===== src/rtl/regfile_bypass_sb.sv =====
// Parametrised register file: two bypassed combinational read ports, one write port, pending-write scoreboard.
// Optional macro RF_ZERO_REG_EN hardwires register 0 to zero and keeps its pending bit clear.
module regfile_bypass_sb #(
  parameter int DATA_W = 16,
  parameter int DEPTH  = 4,
  parameter int ADDR_W = 2
) (
  input  logic              clk,
  input  logic              reset_n,
  input  logic [ADDR_W-1:0] read1,
  input  logic [ADDR_W-1:0] read2,
  output logic [DATA_W-1:0] read_out1,
  output logic [DATA_W-1:0] read_out2,
  output logic              pending1,
  output logic              pending2,
  input  logic [ADDR_W-1:0] write_reg,
  input  logic [DATA_W-1:0] write_data,
  input  logic              reg_write,
  input  logic              issue_valid,
  input  logic [ADDR_W-1:0] issue_reg,
  output logic [DEPTH-1:0]  pending_vec
);

`ifdef RF_ZERO_REG_EN
  localparam logic ZERO_REG = 1'b1;
`else
  localparam logic ZERO_REG = 1'b0;
`endif

  logic [DATA_W-1:0] rf [DEPTH];
  logic [DEPTH-1:0]  sb;
  logic              wr_en;

  function automatic logic is_zero_reg(input logic [ADDR_W-1:0] a);
    return ZERO_REG && (a == '0);
  endfunction

  // A write asserted during reset must neither land nor bypass onto the read ports.
  assign wr_en = reg_write & reset_n;

  always_ff @(posedge clk or negedge reset_n) begin
    if (!reset_n) begin
      for (int i = 0; i < DEPTH; i++) rf[i] <= '0;
      sb <= '0;
    end else begin
      if (wr_en && !is_zero_reg(write_reg)) rf[write_reg] <= write_data;
      // New producer wins over a retiring write to the same index.
      for (int i = 0; i < DEPTH; i++) begin
        if (issue_valid && issue_reg == ADDR_W'(i) && !is_zero_reg(ADDR_W'(i)))
          sb[i] <= 1'b1;
        else if (wr_en && write_reg == ADDR_W'(i))
          sb[i] <= 1'b0;
      end
    end
  end

  function automatic logic hit(input logic [ADDR_W-1:0] a);
    return wr_en && (write_reg == a) && !is_zero_reg(a);
  endfunction

  always_comb begin
    read_out1 = rf[read1];
    if (is_zero_reg(read1))  read_out1 = '0;
    else if (hit(read1))     read_out1 = write_data;
  end

  always_comb begin
    read_out2 = rf[read2];
    if (is_zero_reg(read2))  read_out2 = '0;
    else if (hit(read2))     read_out2 = write_data;
  end

  assign pending1    = sb[read1] & ~hit(read1);
  assign pending2    = sb[read2] & ~hit(read2);
  assign pending_vec = sb;

endmodule

===== config.mk =====
export PLATFORM = sky130hd
export DESIGN_NAME = regfile_bypass_sb
export DESIGN_NICKNAME = d
export VERILOG_FILES = /design/src/rtl/regfile_bypass_sb.sv
export SDC_FILE = /design/constraint.sdc
export NUM_CORES = 1
export LEC_CHECK = 0
export ABC_AREA = 1
export CAP_MARGIN = 0
export CORE_UTILIZATION = 45
export CTS_BUF_LIST = sky130_fd_sc_hd__clkbuf_2
export DETAILED_ROUTE_END_ITERATION = 6
export GPL_TIMING_DRIVEN = 0
export PLACE_DENSITY = 0.68
export SYNTH_ARGS = -nofsm -noshare
export SYNTH_HDL_FRONTEND = slang
export SYNTH_SLANG_ARGS = --single-unit

===== constraint.sdc =====
create_clock -name clk -period 3 [get_ports clk]
set_input_delay 0.6 -clock clk [delete_from_list [all_inputs] [get_ports clk]]
set_output_delay 0.6 -clock clk [all_outputs]
set_load 0.01 [all_outputs]

==> flow_summary.json <==
{
  "critPathSlowestCell": "clkdlybuf4s50_1",
  "syn-num-nets": 725,
  "max_stage_delay_ps": 510,
  "num_antenna_cells": 0,
  "drt-pass1-iter-count": 5,
  "synth_cell_type_count": 23,
  "cp-start-kind": "primary input",
  "viasPerCell": 5.37,
  "worst_pin_slew_ps": 616,
  "grt_pass1_vias": 4529,
  "gp_congestion": 0.943,
  "synth_area_leaders": "dfrtp_1 39%, nand2_1 26%, nand3_1 10%",
  "cp-end-kind": "output pin",
  "area_delta_synth_final_pct": 24.5,
  "utilization_pct": 58.6,
  "drv_slew": 0,
  "netlist_area_sq_um": 4410,
  "cp_num_cells": 8,
  "drv_cap": 0,
  "numClockSinks": 68,
  "setup_viol": 0,
  "row_count": 35,
  "final_nets": 805,
  "comb_power_share_pct": 34.8,
  "layout.cells.non_filler": 910,
  "placed_cells": 888,
  "switching_share_pct": 36.0,
  "die_height_um": 101,
  "worstPathArrival_ps": 2350,
  "yosys_warnings": 0,
  "p_leak_nw": 3.01,
  "path_buf_inv": 3,
  "start_util_pct": 47.1,
  "h-tree-depth": 3,
  "status": "complete, no violations",
  "io_pins": 66,
  "ir_drop_mv": 0.257,
  "drc": 0,
  "grt_pass1_wl_um": 24700,
  "cp_top_family": "buffers and inverters",
  "netSwitchingPower_w": 0.00105,
  "power.share.clock_pct": 24.8,
  "sequentialPowerShare_pct": 40.3,
  "hold_class": "primary input to asynchronous set/reset pin",
  "ff2ff_path_depth": 2,
  "grt_max_degree": 66,
  "powerDensity_nw_per_um2": 528,
  "clock.fmax_ghz": 0.339,
  "grt_usage_pct": 32.9,
  "vias": 4885,
  "synth-seq-area-share_pct": 38.5,
  "critPathKind": "primary input to output pin",
  "postRouteAntennaNets": 0,
  "syn_area_per_cell_sq_um": 6.33,
  "drive_gt1_share_pct": 8.19,
  "place_ws_ps": -608,
  "cts_buffers": 9,
  "yosys_register_bits": 68,
  "min_period_ps": 2950,
  "die_w_um": 101,
  "p_int_w": 0.00186,
  "hold_viol": 0,
  "io_buffers": 62,
  "path_clk_slew_ps": 210,
  "cts_buffer_depth": 2,
  "path_cells": "clkdlybuf4s50_1 > nand2_4 > a21oi_4 > nand3_4 > buf_6 > nand2_1 > nand2_1 > clkdlybuf4s50_1",
  "synth_top_area_share_pct": 38.5,
  "routed_wl_um": 15900,
  "initialDrtViolationCount": 480,
  "yosys.area.top_type": "dfrtp_1",
  "syn_inst": 697,
  "setup_slack_ps": 51.4,
  "total_power_w": 0.00290,
  "finalClockSkew_ps": 0,
  "die-area_sq_um": 10200,
  "clock_latency_ps": 510,
  "crit_fanout": 10,
  "place_hpwl_um": 11400,
  "crit_required_ps": 2400,
  "hold_ws_ps": 41.7,
  "cts_tree": "yes",
  "cts_root_buffer": "clkbuf_2",
  "route.detailed.wl_per_inst_um": 17.5,
  "coreArea_sq_um": 9370,
  "antenna_found_initial": 0,
  "maxSlewHeadroom_pct": 58.9,
  "period_share_pct": 98.3,
  "overflow": 0
}
-- worst paths after layout --
check / from / slack [ps] / to
hold reg to reg: rf[45] / 510 / rf[45]
setup / recovery: reg_write / 50 / read_out2[14]
hold / removal: reset_n / 40 / rf[56]
setup reg to reg: rf[2] / 2270 / rf[2]
min in group clk: rf[45] / 510 / rf[45]
max in group asynchronous: reset_n / 2280 / rf[13]
-- registers in the layout, indices dropped and copies added (netlist names) --
name / cells
rf: 64
pending_vec: 4
-- cells by family (layout without fill, tap and decap cells) --
kind of cell,count (synthesis),after routing,share of synthesized area (%)
AOI/OAI and AO/OA,68,68,8.02
buffers and inverters,133,217,12.4
and+or+nand+nor,427,427,40.8
xor gates and xnor gates,1,1,0.198
DFF,68,68,38.5
-- layout by cell type (no fill, tap or decap), types with 2 or more instances in the layout --
master             n
o21ai_0           65
nand3_1           90
buf_4             11
clkdlybuf4s50_1   54
clkbuf_2          11
buf_6              5
inv_2              6
nand2_1          311
dlymetal6s2s_1     2
nand2_2            2
nand3_4            2
dlygate4sd2_1      5
clkinv_2           2
nor2_1             3
clkbuf_1          12
buf_2             11
bufinv_16          3
clkbuf_4           2
nand4_1           16
dfrtp_1           68
inv_1             87
-- cell usage after synthesis (all sizes together) --
library cell	instances
nand2	314
inv	93
nand3	92
dfrtp	68
o21ai	65
buf	23
clkbuf	16
nand4	16
nor2	4
a21oi	2
clkinv	1
nor3	1
o211ai	1
xnor2	1
-- area by class of cell --
cell class / count / area, sq um
tap: 129 / 161
buffer: 39 / 230
inverter: 94 / 354
clock buffer: 9 / 45.0
sequential: 68 / 1700
fill: 994 / 3880
clock inverter: 6 / 113
timing repair buffer: 69 / 704
multi-input combinational: 496 / 2190
-- metal layers --
metal / vias to the layer above / GRT usage (%) / wire [um]
met3: 25 / 7.42 / 1910
met5: - / 0 / 0
met1: 2249 / 48.1 / 6970
met2: 278 / 48.1 / 6800
li1: 2333 / - / -
met4: 0 / 10.1 / 243
-- power by group through the flow --
stage / registers (W) / logic, W / clock network, W
finish: 0.00117 / 0.00101 / 0.000721
global route: 0.00119 / 0.00112 / 0.000761
CTS: 0.00117 / 0.000996 / 0.000720
detailed placement: 0.00119 / 0.000974 / 0
global placement: 0.00118 / 0.000957 / 0
floorplan: 0.00117 / 0.000571 / 0
-- worst reg2reg max path: stages (launching register included) --
cell	delay, ps
dfrtp_1	400
inv_1	120
o21ai_0	110
-- repair_timing --
action / CTS / global route
setup endpoints to repair: 34 / 12
buffers inserted: 4 / 1
hold endpoints to repair: 65 / 0
resized for setup: 25 / 6
pin swaps: 1 / 1
hold buffers: 2 / 0
-- through the flow --
step | TNS [ps] | instance area (sq um)
3_5_place_dp | -15300 | 5190
2_1_floorplan | 0 | 4410
3_3_place_gp | -308160 | 5200
4_1_cts | 0 | 5470
6_report | 0 | 5500
5_1_grt | -19.3 | 5500
No activity file was read; power rests on OpenSTA's default activity.
